===== config.mk =====
export PLATFORM = sky130hd
export DESIGN_NAME = pattern_game_ctrl
export DESIGN_NICKNAME = d
export VERILOG_FILES = /design/src/rtl/pattern_game_ctrl_pkg.sv /design/src/rtl/pattern_game_ctrl_key_debounce.sv /design/src/rtl/pattern_game_ctrl.sv
export SDC_FILE = /design/constraint.sdc
export NUM_CORES = 1
export LEC_CHECK = 0
export ABC_AREA = 1
export CAP_MARGIN = 10
export CORE_MARGIN = 4
export CORE_UTILIZATION = 32
export DETAILED_ROUTE_END_ITERATION = 12
export GPL_ROUTABILITY_DRIVEN = 0
export PLACE_DENSITY = 0.56
export SYNTH_ARGS = -nofsm -noshare
export SYNTH_HDL_FRONTEND = slang
export SYNTH_SLANG_ARGS = --single-unit
export TNS_END_PERCENT = 50

===== constraint.sdc =====
create_clock -name clk -period 7.7 [get_ports clk]
set_input_delay 1.925 -clock clk [delete_from_list [all_inputs] [get_ports clk]]
set_output_delay 1.925 -clock clk [all_outputs]
set_load 0.01 [all_outputs]

===== src/rtl/pattern_game_ctrl_pkg.sv =====
// Shared types and constants for the key-pattern game sequencer.
// State encoding, register map, CTRL/STATUS bit positions, DONE LED codes.
package pattern_game_ctrl_pkg;

    typedef enum logic [2:0] {
        ST_IDLE     = 3'd0,
        ST_SHOW_ON  = 3'd1,
        ST_SHOW_GAP = 3'd2,
        ST_INPUT    = 3'd3,
        ST_DONE     = 3'd4
    } state_e;

    localparam logic [1:0] ADDR_PATTERN    = 2'd0;
    localparam logic [1:0] ADDR_CTRL       = 2'd1;
    localparam logic [1:0] ADDR_STEP_TICKS = 2'd2;
    localparam logic [1:0] ADDR_SCORE      = 2'd3;

    localparam int CTRL_START_BIT = 8;
    localparam int CTRL_ACK_BIT   = 9;
    localparam int CTRL_CLR_BIT   = 10;

    localparam int STAT_PASS_BIT  = 8;
    localparam int STAT_FAIL_BIT  = 9;
    localparam int STAT_ABORT_BIT = 10;
    localparam int STAT_BUSY_BIT  = 11;

    localparam logic [7:0] LED_PASS  = 8'hFF;
    localparam logic [7:0] LED_FAIL  = 8'h0F;
    localparam logic [7:0] LED_ABORT = 8'hF0;

    function automatic logic [3:0] sym_onehot(input logic [1:0] s);
        sym_onehot = 4'b0001 << s;
    endfunction

    // Round length is kept in 1..8
    function automatic logic [3:0] clamp_len(input logic [3:0] v);
        if (v == 4'd0)
            clamp_len = 4'd1;
        else if (v > 4'd8)
            clamp_len = 4'd8;
        else
            clamp_len = v;
    endfunction

endpackage


===== src/rtl/pattern_game_ctrl_key_debounce.sv =====
// Key conditioner: 2-flop synchronizer, stability counter, press pulse.
// A press is a one-cycle pulse on an accepted high-to-low level change.
module pattern_game_ctrl_key_debounce #(
    parameter int DEBOUNCE_CYCLES = 50000
) (
    input  logic clk,
    input  logic reset,
    input  logic key_n,
    output logic press
);

    localparam int CW = $clog2(DEBOUNCE_CYCLES + 1);

    logic          sync1_q, sync1_d;
    logic          sync2_q, sync2_d;
    logic          level_q, level_d;
    logic          press_q, press_d;
    logic [CW-1:0] cnt_q, cnt_d;

    // Count how long the synchronized level has differed from the accepted one
    always_comb begin
        sync1_d = key_n;
        sync2_d = sync1_q;
        level_d = level_q;
        press_d = 1'b0;
        cnt_d   = '0;
        if (sync2_q != level_q) begin
            if (cnt_q == CW'(DEBOUNCE_CYCLES - 1)) begin
                level_d = sync2_q;
                press_d = ~sync2_q;
            end else begin
                cnt_d = cnt_q + 1'b1;
            end
        end
    end

    // Idle key level is high (released)
    always_ff @(posedge clk) begin
        if (reset) begin
            sync1_q <= 1'b1;
            sync2_q <= 1'b1;
            level_q <= 1'b1;
            press_q <= 1'b0;
            cnt_q   <= '0;
        end else begin
            sync1_q <= sync1_d;
            sync2_q <= sync2_d;
            level_q <= level_d;
            press_q <= press_d;
            cnt_q   <= cnt_d;
        end
    end

    assign press = press_q;

endmodule


===== src/rtl/pattern_game_ctrl.sv =====
// Key-pattern game sequencer: shows a symbol pattern on the LEDs,
// scores debounced key entries against it and flags the result by irq.
module pattern_game_ctrl
    import pattern_game_ctrl_pkg::*;
#(
    parameter int DEBOUNCE_CYCLES = 50000
) (
    input  logic        clk,
    input  logic        reset,
    input  logic [1:0]  address,
    input  logic        read,
    output logic [31:0] readdata,
    input  logic        write,
    input  logic [31:0] writedata,
    input  logic [1:0]  key,
    input  logic [3:0]  switch,
    output logic [7:0]  led,
    output logic        irq
);

    logic press_enter;
    logic press_abort;

    pattern_game_ctrl_key_debounce #(
        .DEBOUNCE_CYCLES(DEBOUNCE_CYCLES)
    ) u_key_enter (
        .clk   (clk),
        .reset (reset),
        .key_n (key[0]),
        .press (press_enter)
    );

    pattern_game_ctrl_key_debounce #(
        .DEBOUNCE_CYCLES(DEBOUNCE_CYCLES)
    ) u_key_abort (
        .clk   (clk),
        .reset (reset),
        .key_n (key[1]),
        .press (press_abort)
    );

    logic unused_inputs;
    assign unused_inputs = ^{writedata[31:24], switch[3:2]};

    state_e      state_q, state_d;
    logic [1:0]  sw1_q, sw1_d;
    logic [1:0]  sw2_q, sw2_d;
    logic [15:0] pattern_q, pattern_d;
    logic [3:0]  len_q, len_d;
    logic [23:0] step_ticks_q, step_ticks_d;
    logic [7:0]  score_q, score_d;
    logic [3:0]  idx_q, idx_d;
    logic [23:0] tick_cnt_q, tick_cnt_d;
    logic        pass_q, pass_d;
    logic        fail_q, fail_d;
    logic        abort_q, abort_d;
    logic        irq_q, irq_d;
    logic [7:0]  led_q, led_d;
    logic [31:0] readdata_q, readdata_d;

    logic        busy;
    logic        wr_ctrl;
    logic        start_req;
    logic        tick_done;
    logic        last_step;
    logic [23:0] ticks_eff;
    logic [1:0]  cur_sym;

    // Register writes, round sequencing, scoring and display selection
    always_comb begin
        state_d      = state_q;
        sw1_d        = switch[1:0];
        sw2_d        = sw1_q;
        pattern_d    = pattern_q;
        len_d        = len_q;
        step_ticks_d = step_ticks_q;
        score_d      = score_q;
        idx_d        = idx_q;
        tick_cnt_d   = tick_cnt_q;
        pass_d       = pass_q;
        fail_d       = fail_q;
        abort_d      = abort_q;
        irq_d        = irq_q;
        led_d        = 8'h00;
        readdata_d   = 32'h0;

        busy = (state_q == ST_SHOW_ON) ||
               (state_q == ST_SHOW_GAP) ||
               (state_q == ST_INPUT);
        wr_ctrl   = write && (address == ADDR_CTRL);
        start_req = wr_ctrl && writedata[CTRL_START_BIT];
        ticks_eff = (step_ticks_q == 24'd0) ? 24'd1 : step_ticks_q;
        tick_done = (tick_cnt_q == ticks_eff - 24'd1);
        last_step = (idx_q == len_q - 4'd1);
        cur_sym   = pattern_q[{idx_q[2:0], 1'b0} +: 2];

        if (write && address == ADDR_STEP_TICKS)
            step_ticks_d = writedata[23:0];
        if (write && address == ADDR_PATTERN && !busy)
            pattern_d = writedata[15:0];
        if (wr_ctrl && writedata[CTRL_ACK_BIT])
            irq_d = 1'b0;

        unique case (state_q)
            ST_IDLE, ST_DONE: begin
                if (start_req) begin
                    state_d    = ST_SHOW_ON;
                    idx_d      = 4'd0;
                    tick_cnt_d = 24'd0;
                    len_d      = clamp_len(writedata[3:0]);
                    pass_d     = 1'b0;
                    fail_d     = 1'b0;
                    abort_d    = 1'b0;
                    irq_d      = 1'b0;
                end
            end
            ST_SHOW_ON: begin
                if (press_abort) begin
                    state_d = ST_DONE;
                    abort_d = 1'b1;
                    irq_d   = 1'b1;
                end else if (tick_done) begin
                    state_d    = ST_SHOW_GAP;
                    tick_cnt_d = 24'd0;
                end else begin
                    tick_cnt_d = tick_cnt_q + 24'd1;
                end
            end
            ST_SHOW_GAP: begin
                if (press_abort) begin
                    state_d = ST_DONE;
                    abort_d = 1'b1;
                    irq_d   = 1'b1;
                end else if (tick_done) begin
                    tick_cnt_d = 24'd0;
                    if (last_step) begin
                        state_d = ST_INPUT;
                        idx_d   = 4'd0;
                    end else begin
                        state_d = ST_SHOW_ON;
                        idx_d   = idx_q + 4'd1;
                    end
                end else begin
                    tick_cnt_d = tick_cnt_q + 24'd1;
                end
            end
            ST_INPUT: begin
                if (press_abort) begin
                    state_d = ST_DONE;
                    abort_d = 1'b1;
                    irq_d   = 1'b1;
                end else if (press_enter) begin
                    if (sw2_q != cur_sym) begin
                        state_d = ST_DONE;
                        fail_d  = 1'b1;
                        irq_d   = 1'b1;
                    end else if (last_step) begin
                        state_d = ST_DONE;
                        pass_d  = 1'b1;
                        irq_d   = 1'b1;
                        if (score_q != 8'hFF)
                            score_d = score_q + 8'd1;
                    end else begin
                        idx_d = idx_q + 4'd1;
                    end
                end
            end
            default: state_d = ST_IDLE;
        endcase

        if (wr_ctrl && writedata[CTRL_CLR_BIT])
            score_d = 8'd0;

        unique case (state_d)
            ST_SHOW_ON:
                led_d = {1'b1, idx_d[2:0],
                         sym_onehot(pattern_d[{idx_d[2:0], 1'b0} +: 2])};
            ST_INPUT:
                led_d = {4'b0000, sym_onehot(sw2_q)};
            ST_DONE: begin
                unique case (1'b1)
                    pass_d:  led_d = LED_PASS;
                    fail_d:  led_d = LED_FAIL;
                    abort_d: led_d = LED_ABORT;
                    default: led_d = 8'h00;
                endcase
            end
            default: led_d = 8'h00;
        endcase

        if (read) begin
            unique case (address)
                ADDR_PATTERN:    readdata_d = {16'h0, pattern_q};
                ADDR_CTRL:       readdata_d = {20'h0, busy, abort_q,
                                               fail_q, pass_q, idx_q,
                                               1'b0, state_q};
                ADDR_STEP_TICKS: readdata_d = {8'h0, step_ticks_q};
                ADDR_SCORE:      readdata_d = {24'h0, score_q};
                default:         readdata_d = 32'h0;
            endcase
        end
    end

    // State and registered outputs
    always_ff @(posedge clk) begin
        if (reset) begin
            state_q      <= ST_IDLE;
            sw1_q        <= 2'b00;
            sw2_q        <= 2'b00;
            pattern_q    <= 16'h0;
            len_q        <= 4'd1;
            step_ticks_q <= 24'd1;
            score_q      <= 8'd0;
            idx_q        <= 4'd0;
            tick_cnt_q   <= 24'd0;
            pass_q       <= 1'b0;
            fail_q       <= 1'b0;
            abort_q      <= 1'b0;
            irq_q        <= 1'b0;
            led_q        <= 8'h00;
            readdata_q   <= 32'h0;
        end else begin
            state_q      <= state_d;
            sw1_q        <= sw1_d;
            sw2_q        <= sw2_d;
            pattern_q    <= pattern_d;
            len_q        <= len_d;
            step_ticks_q <= step_ticks_d;
            score_q      <= score_d;
            idx_q        <= idx_d;
            tick_cnt_q   <= tick_cnt_d;
            pass_q       <= pass_d;
            fail_q       <= fail_d;
            abort_q      <= abort_d;
            irq_q        <= irq_d;
            led_q        <= led_d;
            readdata_q   <= readdata_d;
        end
    end

    assign readdata = readdata_q;
    assign led      = led_q;
    assign irq      = irq_q;

endmodule


Word-level counts from Yosys, hierarchy flattened
Index checks and enable logic that the tools add are counted.
{ "classes": {"shift": 4, "order_cmp": 1, "n_eq_ne": 26, "n_reduce_logical": 31, "n_bitwise": 9, "n_addsub": 7, "mux": 53} }
{ "ops": {"columns": ["cell", "count"], "rows": [
  ["one-hot mux 32 bit (4 select lines)", 1],
  ["2-to-1 mux 24 bit", 4],
  ["one-hot mux 24 bit (2 select lines)", 1],
  ["one-hot mux 8 bit (3 select lines)", 2],
  ["2-to-1 mux 4 bit", 10],
  ["adder 16 x 1 -> 16 bit, second input constant", 2],
  ["== test 16 bit, second input constant", 2],
  ["indexed part select 16 x 5 -> 2 bit", 2],
  ["2-to-1 mux 3 bit", 9],
  ["adder 24 x 1 -> 24 bit, second input constant", 1],
  ["== test 24 bit", 1],
  ["logical NOT 24 bit", 1],
  ["subtractor 24 x 1 -> 24 bit, second input constant", 1],
  ["2-to-1 mux 1 bit", 18],
  ["2-to-1 mux 16 bit", 1],
  ["OR reduction 3 bit", 5],
  ["inequality test 2 bit, second input constant", 7],
  ["one-hot mux 3 bit (4 select lines)", 1],
  ["one-hot mux 4 bit (3 select lines)", 1],
  ["== test 3 x 2 -> 1 bit, second input constant", 3],
  ["inverter 1 bit", 9],
  ["adder 8 x 1 -> 8 bit, second input constant", 1],
  ["inequality test 8 bit, second input constant", 1],
  ["AND reduction 8 bit", 1],
  ["27 further kinds", 46]
]} }
{ "word_totals": {"ff_bits": 171, "wordCells": 157} }

Longest topological paths before layout
Gate-level depths: netlist of the first run.
{ "logic_depth": {"ltp_word": 10, "depth_mapped": 31, "ltp_nobuf": 30} }

Modules after synthesis
Synthesis of the first run repeated with hierarchy kept, for this count alone.
{ "hier_totals": {"cells_unflattened": 1316, "area_unflattened_um2": 8993.6} }
{ "by_module_without_submodules": {"columns": ["module", "instances", "area_per_inst_um2", "seq_area_each_um2", "cells_each"], "rows": [
  ["pattern_game_ctrl", 1, 6960.4, 2462.4, 1022],
  ["pattern_game_ctrl_key_debounce at u_key_enter", 1, 1019.7, 400.4, 145],
  ["pattern_game_ctrl_key_debounce at u_key_abort", 1, 1013.5, 400.4, 149]
]} }

Worst setup path before layout of the first run
OpenSTA, ideal clock, no wires.
{ "synth_timing": {"path_type": "input to register", "start": "input address[0]", "end": "register led_q[2] (netlist: led[2])", "arrival_ns": 3.443, "required_ns": 7.572, "cell_stages": 17, "setup_ns": 0.128, "slack_ns": 4.129, "path_cell_list": "inv_1 -> nor2_1 -> nand2_1 -> nor2_1 -> inv_1 -> nor2_1 -> nor2_1 -> nand2_1 -> nand3_4 -> nand2_1 -> nand3_1 -> nand3_1 -> nand3_1 -> nand3_1 -> nor2_1 -> nor2_1 -> nor2_1"} }
{ "synth_between": {"elab_chain_len": 8, "word_cells_on_any_way": 24} }
{ "synth_lines": {"columns": ["element", "line", "source"], "rows": [
  ["from (decl)", "pattern_game_ctrl.sv:10", "input logic [1:0] address,"],
  ["== test 2 x 1 -> 1 bit", "pattern_game_ctrl.sv:90", "wr_ctrl = write && (address == ADDR_CTRL);"],
  ["logical AND 1 bit", "pattern_game_ctrl.sv:90", null],
  ["logical AND 1 bit", "pattern_game_ctrl.sv:91", "start_req = wr_ctrl && writedata[CTRL_START_BIT];"],
  ["2-to-1 mux 4 bit", "pattern_game_ctrl.sv:106", "if (start_req) begin"],
  ["one-hot mux 4 bit (3 select lines)", "pattern_game_ctrl.sv:104", "unique case (state_q)"],
  ["indexed part select 16 x 5 -> 2 bit", "pattern_game_ctrl.sv:177", "sym_onehot(pattern_d[{idx_d[2:0], 1'b0} +: 2])};"],
  ["<< shifter 1 x 2 -> 4 bit", "pattern_game_ctrl_pkg.sv:32", "sym_onehot = 4'b0001 << s;"],
  ["one-hot mux 8 bit (3 select lines) *", "pattern_game_ctrl.sv:174", "unique case (state_d)"],
  ["to (signal assigned)", "pattern_game_ctrl.sv:236", "led_q <= led_d;"],
  ["to (decl)", "pattern_game_ctrl.sv:58", "logic [7:0] led_q, led_d;"]
]} }
Mark *: on every way between the ends. The rest lies on a longest branch, timed or not. The select of a mux whose other input is x is not followed.
A chain may end at the register's enable or synchronous reset.

Worst setup path in the final report of the first run
{ "layout_timing": {"start": "input address[1]", "end": "register step_ticks_q[10]"} }
{ "layout_between": {"elab_chain_len": 2} }
{ "layout_lines": {"columns": ["element", "line", "source"], "rows": [
  ["== test 2 bit", "pattern_game_ctrl.sv:97", "if (write && address == ADDR_STEP_TICKS)"],
  ["logical AND 1 bit", "pattern_game_ctrl.sv:97", null],
  ["to (signal assigned)", "pattern_game_ctrl.sv:228", "step_ticks_q <= step_ticks_d;"],
  ["to (decl)", "pattern_game_ctrl.sv:50", "logic [23:0] step_ticks_q, step_ticks_d;"]
]} }
Every way passes these cells.

==> flow_summary.ini, run 1 <==
[worst_setup_path]
rr_worst_depth = 21
cp.depth = 8
cp_slowest_stage_delay_ns = 0.66
rr_startpoint = step_ticks_q[11]
cp_slowest_cell = inv_1
cp_max_fo = 38
reg2reg_slack_ns = 3.50
cp_num_buf_inv = 4
reg2reg_to = tick_cnt_q[15]
arrival_ns = 5.21
crit_chain = clkdlybuf4s50_1, inv_1, nor2_1, inv_1, nor2_1, inv_1, o21ai_0, a21oi_1
crit_family = buffers and inverters
critPathLaunchType = primary input
end_kind = flop
path_class = in -> reg
cp.required_ns = 7.97
cpMostUsedCell = inv_1

[power]
cellPowerDensity_nw_per_um2 = 188
switching_power_w = 0.000563
power_frac_comb_pct = 11.2
clockPowerShare_pct = 43.5
static-leakage-power_nw = 4.16
sw_frac_of_total_pct = 29.1
p_int_w = 0.00137
ir_drop_v = 0.000143
power.total_w = 0.00193
p_seq_share_pct = 45.3

[sta]
rsz0062_at_grt = false
fin_tns_setup_ns = 0
max_slew_margin_pct = 29.7
fin_crit_ns = 4.94
max_clock_freq_mhz = 203
setup_viol = 0
fin_crit_sh_pct = 64.1
slew_violations = 0
hold_viol = 0
worstMarginPinSlew_ns = 1.05
fin_worst_skew_ns = 0.0197

[cts]
clk_path_buf_depth = 2
hold_buffers = 0
cts_sinks = 163
clk_transition_reported_paths_ns = 0.07
cts_buffers = 17
tritoncts = done
clock-root-buffer = clkbuf_16
ctsResizeCount = 0
clk_latency_ns = 0.43
htree_levels = 4
cts_setup_buffers = 0

[finish]
final_cell_mix = nand2_1, inv_1, dfxtp_1
antennaDiodeCount = 0
final_common_cell = nand2_1
syn_to_final_growth_pct = 17.2
nNetsFinal = 1370
drive_gt1_share_pct = 7.74
stdcell_count = 1672

[drt]
drcViolationCount = 0
ant_nets = 0
vias = 8197
drt_iter0_drc = 640
drt-total-wl_mm = 24.2
wl_per_cell_um = 14.5
firstDrtPassIters = 5
vias_per_cell = 4.90

[placed_design]
port-buffer-count = 66
dp_hpwl_mm = 18.5
dp.cells = 1640

[die]
die_y_um = 174
ios = 85
dieArea_um2 = 30200
dieWidth_um = 174
rows = 60
core_um2 = 27000
start_util_pct = 32.6

[min_path]
whs_endpoint = sw2_q[0]
min_from = sw1_q[0]
hold_depth = 2
hold_class = reg -> reg

[global_route]
grt_max_degree = 63
grt_pass1_vias = 7585
grt_usage_pct = 15.8
antenna_found_initial = 0
overflow = 0
grt_pass1_wl_mm = 39.0

[logic_synthesis]
synth_seq_cells = 163
postSynthAreaPerCell_um2 = 6.92
async_flop_share_pct = 0
ys.flop_type = dfxtp_1
yosys_warnings = 0
ys_seq_area_share_pct = 37.2
synth_edf_count = 0
yosysUniqueCellTypes = 56
syn_inst = 1269
syn_area_um2 = 8780

[flow_run]
cap_violations = 0

[outcome]
status = completed
==> final cells by class <==
| class | instances | area (µm²) |
|---|---|---|
| multi-input combinational | 872 | 4600 |
| clock buffer | 17 | 425 |
| fill | 2853 | 16700 |
| tap | 341 | 427 |
| timing repair buffer | 70 | 686 |
| inverter | 194 | 728 |
| sequential | 163 | 3260 |
| clock inverter | 15 | 164 |
==> state kept, by name, indices dropped and copies added, names as in the netlist, 2 cells and up <==
signal and cells:
idx_q 4, led 8, tick_cnt_q 24, u_key_enter.cnt_q 16, state_q 3, u_key_abort.cnt_q 16, step_ticks_q 24, score_q 8
sw1_q 2, pattern_q 16, readdata 24, len_q 4, sw2_q 2
==> metal layers <==
metal / track usage, % / vias up / wire length (µm)
met5: 0 / - / 0
met4: 4.75 / 0 / 463
met3: 2.77 / 25 / 1280
met2: 24.6 / 203 / 10500
met1: 22.3 / 3755 / 11900
li1: - / 4214 / -
==> synthesized netlist by cell type (all sizes together), types with 4 or more instances <==
master	count	share of area (%)
inv	193	8.2
xnor2	19	1.9
nand4	32	2.4
dfxtp	163	37
o211ai	11	0.94
buf	15	1.1
o22ai	4	0.28
clkbuf	32	1.4
a221oi	8	0.80
a31oi	5	0.36
nand3b	4	0.34
nand3	77	5.4
nor3b	10	0.91
nor4	11	0.93
nor3	37	2.1
nor2	177	8.8
a21oi	97	5.7
o21ai	77	4.4
or2	12	0.85
xor2	31	3.1
nand2	225	9.9
ha	8	1.1
==> power groups by stage <==
stage	clock network [W]	registers (W)	logic, W
floorplan	0	0.000890	0.000150
global placement	0	0.000894	0.000214
detailed placement	0	0.000895	0.000214
CTS	0.000861	0.000875	0.000215
global route	0.000894	0.000877	0.000240
finish	0.000841	0.000875	0.000216
==> worst max-delay path by stage <==
| stage | start | end | slack (ns) |
|---|---|---|---|
| 2_1_floorplan | address[0] | led[2] | 4.13 |
| 5_1_grt | address[1] | step_ticks_q[21] | 2.37 |
| 4_1_cts | address[0] | led[2] | 2.86 |
| 3_5_place_dp | address[0] | led[2] | 2.40 |
| 6_report | address[1] | step_ticks_q[10] | 2.76 |
| 3_3_place_gp | address[0] | led[2] | 2.36 |
==> per-stage QoR <==
stage                     cell area, µm²  util (%)  hold slack [ns]  setup slack [ns]
after global placement              9700      36.0            0.392              2.36
after detailed placement            9700      36.0            0.393              2.40
after floorplan                     8810         -            0.388              4.13
final                              10300      38.2            0.407              2.76
after CTS                          10300      38.2            0.407              2.86
after global routing               10300      38.2            0.420              2.37
==> kinds of logic after synthesis <==
family                     Yosys count  synth area share, %
and+or+nand+nor                    588                 31.9
buffers and inverters              241                 10.8
AOI/OAI and AO/OA                  217                 13.9
DFF                                163                 37.2
xor gates and xnor gates            50                 4.99
adders and majority gates            8                 1.14
other                                1               0.0427
muxes                                1                0.114
==> worst min-delay path, stage by stage (launching register included) <==
cell     delay, ns
dfxtp_1       0.30
inv_1         0.04
nor2_1        0.03
(Power assumes the default switching activity.)
==> run 2, diff against run 1 <==
==> constraint.sdc (replaced) <==
create_clock -name clk -period 4.85 [get_ports clk]
set_input_delay 1.2125 -clock clk [delete_from_list [all_inputs] [get_ports clk]]
set_output_delay 1.2125 -clock clk [all_outputs]
set_load 0.01 [all_outputs]
==> run 2 against run 1 <==
Flip-flop and latch count is the same. Die area is the same. Combinational power grew 60%. Largest cell class unchanged. Critical path type is now reg -> reg. Cell count grew 0.48%. Clock power grew 78%. Count of clock-buffer cells in the layout grew 1. First-iteration DRC count shrank 0.47%. Non-clock buffer count grew 8. Sequential share of layout area shrank 0.38 points.
==> flow_summary.ini, run 2 (synthesized netlist as in run 1, its figures left out) <==
[outcome]
status = completed

[die]
start_util_pct = 32.6
rows = 60
core_um2 = 27000
dieArea_um2 = 30200
ios = 85
dieWidth_um = 174
die_y_um = 174

[sta]
slew_violations = 0
hold_viol = 0
setup_viol = 0
rsz0062_at_grt = false
max_slew_margin_pct = 51.0
fin_crit_ns = 4.07
fin_tns_setup_ns = 0
max_clock_freq_mhz = 245
worst_slack_ns = 0.776
fin_crit_sh_pct = 84.0
worstMarginPinSlew_ns = 0.733
fin_worst_skew_ns = 0.0145

[drt]
ant_nets = 0
wl_per_cell_um = 14.5
vias = 8233
drcViolationCount = 0
vias_per_cell = 4.90
drt_iter0_drc = 637
drt-total-wl_mm = 24.4
firstDrtPassIters = 5

[worst_setup_path]
reg2reg_slack_ns = 0.78
crit_family = simple AND/OR/NAND/NOR gates
rr_startpoint = step_ticks_q[8]
critPathLaunchType = flop
cp_max_fo = 13
arrival_ns = 4.38
cp_slowest_cell = dfxtp_1
cp_slowest_stage_delay_ns = 0.48
cp.required_ns = 5.16
cpMostUsedCell = nand2_1
cp_num_buf_inv = 2
end_kind = flop
cp-startpoint = step_ticks_q[8]
path_class = reg -> reg

[finish]
syn_to_final_growth_pct = 18.6
fin_area_um2 = 10400
nFillCells = 2792
stdcell_count = 1680
drive_gt1_share_pct = 8.29
antennaDiodeCount = 0
nNetsFinal = 1378
final_cell_mix = nand2_1, inv_1, dfxtp_1
final_common_cell = nand2_1

[cts]
ctsResizeCount = 0
cts_buffers = 17
cts_sinks = 163
clock-root-buffer = clkbuf_16
htree_levels = 4
clk_latency_ns = 0.44
clk_path_buf_depth = 2
clk_transition_reported_paths_ns = 0.07
cts_setup_buffers = 0
hold_buffers = 0
tritoncts = done

[global_route]
grt_max_degree = 38
grt_pass1_vias = 7588
grt_pass1_wl_mm = 40.0
overflow = 0
antenna_found_initial = 0
grt_usage_pct = 16.3

[power]
power.total_w = 0.00323
cellPowerDensity_nw_per_um2 = 310
static-leakage-power_nw = 4.24
ir_drop_v = 0.000238

[min_path]
hold_class = reg -> reg
min_from = sw1_q[1]

[placed_design]
post-place-ws_ns = 0.851
dp.cells = 1648
place_area_um2 = 9760
port-buffer-count = 66
dp_hpwl_mm = 18.8

[flow_run]
cap_violations = 0
[run 2: cell types whose count changed in the layout (fill, tap and decap cells not counted)]
| cell | change |
|---|---|
| buf_4 | +8 |
| bufinv_16 | +4 |
| clkinv_8 | -3 |
| clkbuf_8 | +1 |
| clkinv_4 | +1 |
| clkinvlp_4 | -1 |
| inv_6 | -1 |
| inv_8 | -1 |
[run 2: worst min-delay path: stages (launching register included)]
cell and delay [ns]:
dfxtp_1 0.30, inv_1 0.04, nor2_1 0.03
[run 2: report_power, final]
group | total [W] | internal (W) | switching (W)
clock network | 0.00150 | 0.000894 | 0.000601
logic | 0.000346 | 0.000123 | 0.000223
registers | 0.00139 | 0.00136 | 0.0000266
[run 2: final timing paths]
check                  end  cells past startpoint
setup / recovery    led[2]                     29
hold / removal    sw2_q[1]                      2
setup reg to reg    led[2]                     29
hold reg to reg   sw2_q[1]                      2
[run 2: final cells by class]
class	count	area, µm²	share of cell area [%]
flip-flops and latches	163	3260	31.3
clock buffers	18	439	4.22
well taps	341	427	4.10
multi-input cells	872	4600	44.1
clock inverters	14	216	2.08
inverters	194	728	6.99
repair buffers	78	746	7.16
[run 2: per-layer routing]
| metal | vias to the layer above | global-route usage (%) | share of wire, % |
|---|---|---|---|
| li1 | 4225 | - | - |
| met1 | 3788 | 23.0 | 49 |
| met2 | 198 | 25.9 | 45 |
| met3 | 22 | 3.08 | 4.9 |
| met4 | 0 | 3.50 | 1.1 |
| met5 | - | 0 | 0 |
[run 2: metrics by stage]
stage               utilization, %  hold WS, ns
floorplan                        -        0.388
global placement              36.2        0.390
detailed placement            36.2        0.399
CTS                           38.6        0.412
global route                  38.6        0.432
finish                        38.6        0.408
==> run 3, diff against run 2 <==
==> constraint.sdc (replaced) <==
create_clock -name clk -period 4 [get_ports clk]
set_input_delay 1 -clock clk [delete_from_list [all_inputs] [get_ports clk]]
set_output_delay 1 -clock clk [all_outputs]
set_load 0.01 [all_outputs]
==> run 3 against run 2 <==
Non-clock buffer count up 19. Cell area rose by 1.7%. Sequential power increased by 21%. Wire length up 0.65%. Global-route usage about the same.
==> flow_summary.ini, run 3 (synthesized netlist as in run 1, its figures left out) <==
[cts]
clk_latency_ns = 0.44
hold_buffers = 0
htree_levels = 4
cts_sinks = 163
clock-root-buffer = clkbuf_16
clk_transition_reported_paths_ns = 0.07
clk_path_buf_depth = 2
cts_buffers = 17
tritoncts = done

[sta]
fin_worst_skew_ns = 0.0198
fin_tns_setup_ns = 0
max_slew_margin_pct = 31.1
max_clock_freq_mhz = 271
rsz0062_at_grt = false
setup_viol = 0
hold_viol = 0
slew_violations = 0
fin_crit_sh_pct = 92.3
worstMarginPinSlew_ns = 1.03
fin_crit_ns = 3.69

[finish]
antennaDiodeCount = 0
syn_to_final_growth_pct = 20.6
final_common_cell = nand2_1
nNetsFinal = 1397
drive_gt1_share_pct = 10.7
final_cell_mix = nand2_1, inv_1, dfxtp_1

[placed_design]
dp_hpwl_mm = 18.9
port-buffer-count = 66

[power]
ir_drop_v = 0.000292
cellPowerDensity_nw_per_um2 = 360
static-leakage-power_nw = 4.33
power.total_w = 0.00382

[min_path]
min_from = sw1_q[1]
hold_class = reg -> reg

[drt]
drt-total-wl_mm = 24.6
drcViolationCount = 0
wl_per_cell_um = 14.5
ant_nets = 0
vias_per_cell = 4.88
vias = 8299
drt_iter0_drc = 640
firstDrtPassIters = 5

[worst_setup_path]
rr_startpoint = step_ticks_q[20]
cp-startpoint = step_ticks_q[20]
cp_slowest_cell = dfxtp_1
cpMostUsedCell = nand2_1
critPathLaunchType = flop
cp.required_ns = 4.30
cp_slowest_stage_delay_ns = 0.42
cp_max_fo = 10
reg2reg_slack_ns = 0.31
end_kind = flop
arrival_ns = 3.99
path_class = reg -> reg

[flow_run]
cap_violations = 0

[global_route]
grt_pass1_vias = 7609
grt_max_degree = 57
grt_usage_pct = 16.2
antenna_found_initial = 0
grt_pass1_wl_mm = 39.9
overflow = 0
grt_use_met3_pct = 2.99
grt_use_met2_pct = 24.9
grt.busiest_layer = met2
grtUsageMet1_pct = 23.1

[outcome]
status = completed

[die]
ios = 85
core_um2 = 27000
start_util_pct = 32.6
die_y_um = 174
rows = 60
dieArea_um2 = 30200
dieWidth_um = 174
## run 3: cell count changes in the layout (fill, tap and decap cells not counted), sizes merged
cell / previous run / this run
buf: 13 / 32
bufinv: 4 / 1
inv: 198 / 201
clkinvlp: 0 / 2
clkbuf: 18 / 17
clkinv: 6 / 5
## run 3: path summary, 6_finish.rpt
path	to	cells past startpoint
setup / recovery	led[2]	29
hold / removal	sw2_q[1]	2
setup reg to reg	led[2]	29
hold reg to reg	sw2_q[1]	2
## run 3: layout make-up
cell class | instances | area (µm²)
Fill cell | 2852 | 16400
Multi-Input combinational cell | 872 | 4670
Tap cell | 341 | 427
Timing Repair Buffer | 97 | 888
Sequential cell | 163 | 3270
Inverter | 194 | 728
Clock inverter | 15 | 183
Clock buffer | 17 | 425
## run 3: where the power goes
part | internal, W | switching [W]
registers | 0.00165 | 0.0000236
logic | 0.000162 | 0.000289
clock network | 0.000899 | 0.000788
## run 3: what timing repair did
action / CTS / global route
setup endpoints to repair: 0 / 8
buffers inserted: 0 / 2
resized for setup: 0 / 22
## run 3: worst max-delay path, delay by kind of cell, from the launching register on
kind	cells	cell delay (ns)
adder cells (fa/ha/maj)	1	0.22
flip-flops	1	0.42
XOR/XNOR	1	0.18
AND/OR/NAND/NOR	25	2.61
buffers and inverters	2	0.13
## run 3: metrics by stage
step	worst slack [ns]	cells	hold WS, ns	instance area (µm²)	util [%]
after floorplan	0.762	1276	0.388	8810	-
after global placement	0.217	1665	0.397	9890	36.7
after detailed placement	0.195	1665	0.401	9890	36.7
after CTS	0.175	1697	0.414	10500	38.9
after global routing	0.0170	1699	0.435	10600	39.3
final	0.310	1699	0.403	10600	39.3
## run 3: per-layer routing
| metal | up-vias | part of all wire [%] |
|---|---|---|
| met5 | - | 0 |
| met4 | 0 | 2.2 |
| met3 | 31 | 4.9 |
| met2 | 186 | 43 |
| met1 | 3821 | 49 |
| li1 | 4261 | - |
==> edit 1, RTL diff (settings of run 1) <==
`DEBOUNCE_CYCLES` is set to 50000 in 2 places; all go to 100000.
--- a/src/rtl/pattern_game_ctrl_key_debounce.sv
+++ b/src/rtl/pattern_game_ctrl_key_debounce.sv
@@ -3,3 +3,3 @@
 module pattern_game_ctrl_key_debounce #(
-    parameter int DEBOUNCE_CYCLES = 50000
+    parameter int DEBOUNCE_CYCLES = 100000
 ) (
--- a/src/rtl/pattern_game_ctrl.sv
+++ b/src/rtl/pattern_game_ctrl.sv
@@ -5,3 +5,3 @@
 #(
-    parameter int DEBOUNCE_CYCLES = 50000
+    parameter int DEBOUNCE_CYCLES = 100000
 ) (
Function: same outputs for any inputs over 4 cycles, from zero or initial values and one cycle with reset high; that may be too few to reach the edited logic, so the function may still have changed.
==> edit 1 against run 1 <==
  * Die area increased by 2.8%
  * Sequential cell count increased by 2
  * Fmax decreased by 5.1%
  * Non-clock buffer count decreased by 1
  * Setup slack got worse by 0.27 ns
  * First-iteration DRC count increased by 44%
  * Cell area increased by 3.1%
  * Power increased by 4.4%
  * Area after synthesis increased by 2.9%
  * Routed wire length increased by 11%
  * Global-route usage increased by 1.5 points
  * Register-to-register slack got worse by 0.23 ns
  * Core utilization decreased by 0.080 points
  * Critical path type unchanged
  * Critical endpoint is now led[3]$_SDFF_PP0_
  * Highest routed layer unchanged
==> edit 1: results (changes against run 1) <==
- Ys async rst share: 0% (unchanged)
- Layout cells sized above 1: 7.599% (-0.14 points)
- DRT iter0 DRCs: 922 (+44%)
- Area contributors post-synth: dfxtp_1 37%, nand2_1 9.6%, inv_1 8.3%
- GRT Util Overall: 17.21% (+1.5 points)
- Status: finished, final reports clean
- Fillers: 2952 (+3.5%)
- Synth cell count leaders: 232 x nand2_1, 199 x inv_1, 165 x dfxtp_1
- Cell internal pwr: 1.419 mW (+3.6%)
- Avg Synthesized Cell Area: 6.790 um2 (-1.9%)
- Yosys cell types: 57 (+1.8%)
- Final net count: 1434 (+4.7%)
- DRC viols: 0 (unchanged)
- Global-route wire length before repair: 42.77 mm (+9.7%)
- Compound-Gate Fraction of Synth Area: 13.87% (-0.019 points)
- Diodes inserted: 0 (unchanged)
- Clock transition at path regs: 0.07 ns (about the same)
- Tightest Pin Transition: 1.088 ns (+0.03424 ns)
- Worst-skew pair later-pin latency: 0.44 ns
- Crit path DAT: 5.51 ns (+0.30 ns)
- Vias in the first global route: 8139 (+7.3%)
- Most common flop cell mapped by yosys: dfxtp_1
- Post-CTS Resized: 0 (unchanged)
- Setup violators final: 0 (unchanged)
- Post-DP HPWL: 20.47 mm (+11%)
- Vias: 8624 (+5.2%)
- Adder-cell area share of the yosys netlist: 1.108% (-0.032 points)
- Clock Tree Buf Depth: 2 (unchanged)
- Num CTS Buffers: 17 (unchanged)
- VDD IR max: 0.09547 mV (-33%)
- IO buf count: 66 (unchanged)
- Multiplexer share of the synthesized area: 0.1108% (-0.0032 points)
- Non-Filler Instances: 1773 (+6.0%)
- Antenna violations before repair: 1 (+1)
- Post-CTS Setup Repair Bufs: 0 (unchanged)
- Final Routed Wirelength: 26.83 mm (+11%)
- Worst Skew: 0.01517 ns (-0.004519 ns)
- Leakage: 4.333 nW (+4.1%)
- H-Tree Depth: 4 (unchanged)
- First-pass DRT Iterations: 7 (+2)
- Largest net degree at the start of global routing: 59 (-6.3%)
- Placed Cells: 1741 (+6.2%)
- Synth Area in XOR/XNOR: 5.330% (+0.34 points)
- Sequential element share of the synthesized area: 36.55% (-0.61 points)
- Yosys Warn Count: 0 (unchanged)
- Crit path max fanout: 32 (-16%)
- Root Driver: clkbuf_16
- HP Class: reg -> reg
## edit 1: cell families after synthesis
logic type | count (synthesis)
other | 1
AOI/OAI and AO/OA | 225
xor gates and xnor gates | 55
DFF | 165
and+or+nand+nor | 612
muxes | 1
adders and majority gates | 8
buffers and inverters | 264
## edit 1: critical path, cell delays in order
cell and delay, ns:
clkdlybuf4s50_1 0.51, nor2_1 0.70, nand3_1 0.91, o21ai_0 0.64, inv_1 0.09, nand4_1 0.10, nand3_1 0.08, nand2_1 0.08
nand2_1 0.07, nand2_1 0.07, nand2_1 0.04, nand2_1 0.08, nor2_1 0.05, nor2_1 0.10, nor2_1 0.05
## edit 1: area by class of cell
class                           count  area (um2)  share of cell area [%]
Multi-Input combinational cell    909        4728                   44.55
Clock buffer                       17       425.4                   4.008
Tap cell                          378       473.0                   4.456
Clock inverter                     15       180.2                   1.698
Inverter                          220       825.8                   7.780
Sequential cell                   165        3303                   31.12
Timing Repair Buffer               69       678.2                   6.389
## edit 1: worst paths after layout
check	cells past startpoint	to	startpoint	slack [ns]
max	15	led[3]$_SDFF_PP0_	address[0]	2.50
min	2	sw2_q[1]$_SDFF_PP0_	sw1_q[1]$_SDFF_PP0_	0.40
max reg2reg	30	led[3]$_SDFF_PP0_	step_ticks_q[10]$_SDFFE_PP0P_	3.27
min reg2reg	2	sw2_q[1]$_SDFF_PP0_	sw1_q[1]$_SDFF_PP0_	0.40
## edit 1: power by group through the flow
stage / logic [mW] / registers, mW / clock network, mW
floorplan: 0.171 / 0.900 / 0
global placement: 0.240 / 0.905 / 0
detailed placement: 0.242 / 0.905 / 0
CTS: 0.244 / 0.885 / 0.902
global route: 0.276 / 0.887 / 0.933
finish: 0.246 / 0.885 / 0.886
## edit 1: through the flow
stage / area, um2 / hold WS, ns / util [%] / worst slack, ns
after floorplan: 9064 / 0.3883 / - / 4.041
after global placement: 10010 / 0.3952 / 35.93 / 2.146
after detailed placement: 10010 / 0.3966 / 35.93 / 2.117
after CTS: 10610 / 0.4063 / 38.10 / 2.558
after global routing: 10610 / 0.4262 / 38.10 / 2.038
final: 10610 / 0.4043 / 38.10 / 2.498
## edit 1: per-layer routing
layer / up-vias / global-route usage, % / wire length (um)
li1: 4390 / - / -
met1: 3948 / 24.19 / 12720
met3: 43 / 3.255 / 1688
met2: 243 / 26.75 / 11810
met5: - / 0 / 0
met4: 0 / 5.491 / 603
==> edit 2, RTL diff (settings of run 1) <==
Made on the original files. Take the reset off `readdata_q` and load it in a clocked block of its own.
--- a/src/rtl/pattern_game_ctrl.sv
+++ b/src/rtl/pattern_game_ctrl.sv
@@ -220,3 +220,2 @@
             led_q        <= 8'h00;
-            readdata_q   <= 32'h0;
         end else begin
@@ -236,4 +235,7 @@
             led_q        <= led_d;
-            readdata_q   <= readdata_d;
         end
+    end
+
+    always_ff @(posedge clk) begin
+        readdata_q <= readdata_d;
     end
Check against the original RTL: differs if reset is asserted again (counterexample within 4 cycles, from zero or initial values and one cycle with reset high); with reset held inactive, the same outputs for 4 cycles.
==> edit 2 against run 1 <==
  * Routed wire length rose by 4.5%
  * Cell area rose by 1.4%
  * Power rose by 1.4%
  * Setup slack improved by 0.21 ns
  * Sequential power barely moved
  * Critical path depth rose by 6
  * Global-route usage rose by 0.68 points
  * Area after synthesis rose by 1.3%
  * Sequential cell count did not move
  * Critical endpoint is now led[3]$_SDFF_PP0_
==> edit 2: results (changes against run 1) <==
- Pre-CTS setup slack: 2.636 ns (+0.2307 ns)
- Fillers: 2906 (+1.9%)
- Leakage: 4.245 nW (+2.0%)
- CLK BUF: 18 (+1)
- Post-route cell area: 10440 um2 (+1.4%)
- Multiplexer share of the synthesized area: 0.1125% (-0.0014 points)
- RR Endpoint: led[3]$_SDFF_PP0_
- Synth cell count leaders: 220 x nand2_1, 184 x inv_1, 163 x dfxtp_1
- Non-CTS buffers: 72 (+2.9%)
- # Taps: 372 (+9.1%)
- Layout cells sized above 1: 7.216% (-0.52 points)
- Status: finished, final reports clean
- Crit path max fanout: 32 (-16%)
- Crit path launch: address[0]
- Tightest Pin Transition: 1.100 ns (+0.04689 ns)
- Compound-Gate Fraction of Synth Area: 14.43% (+0.54 points)
- Vias: 8390 (+2.4%)
- DRT iter0 DRCs: 757 (+18%)
- Placed Cells: 1698 (+3.5%)
- VDD IR max: 0.1421 mV (-0.65%)
- Cell internal pwr: 1.376 mW (+0.55%)
- R2R Path Start: step_ticks_q[15]$_SDFFE_PP0P_
- Invs w/o clock: 193 (-0.52%)
- Adder-cell area share of the yosys netlist: 1.125% (-0.014 points)
- Area contributors post-synth: dfxtp_1 37%, nand2_1 9.3%, inv_1 7.8%
- Slowest Stage Delay on Critical Path: 0.80 ns (+0.14 ns)
- Sequential element share of the synthesized area: 36.69% (-0.47 points)
edit 2: cell count changes in the layout (fill, tap and decap cells not counted), moves of 5 or more:
cell and delta:
a21oi_1 +5, inv_1 -5, nand3_1 +13, nand3b_1 +6, nor4_1 +6
edit 2: power groups by stage:
stage | registers [mW] | clock network (mW) | logic (mW)
floorplan | 0.891 | 0 | 0.165
global placement | 0.897 | 0 | 0.233
detailed placement | 0.898 | 0 | 0.233
CTS | 0.878 | 0.862 | 0.235
global route | 0.880 | 0.901 | 0.262
finish | 0.878 | 0.846 | 0.235
edit 2: metal layers:
layer  vias up  GRT usage [%]  routed length, um
met3        33          3.137               1537
met1      3786          22.83              12110
li1       4313              -                  -
met5         -              0                  0
met2       258          25.97              11120
met4         0          4.910                522
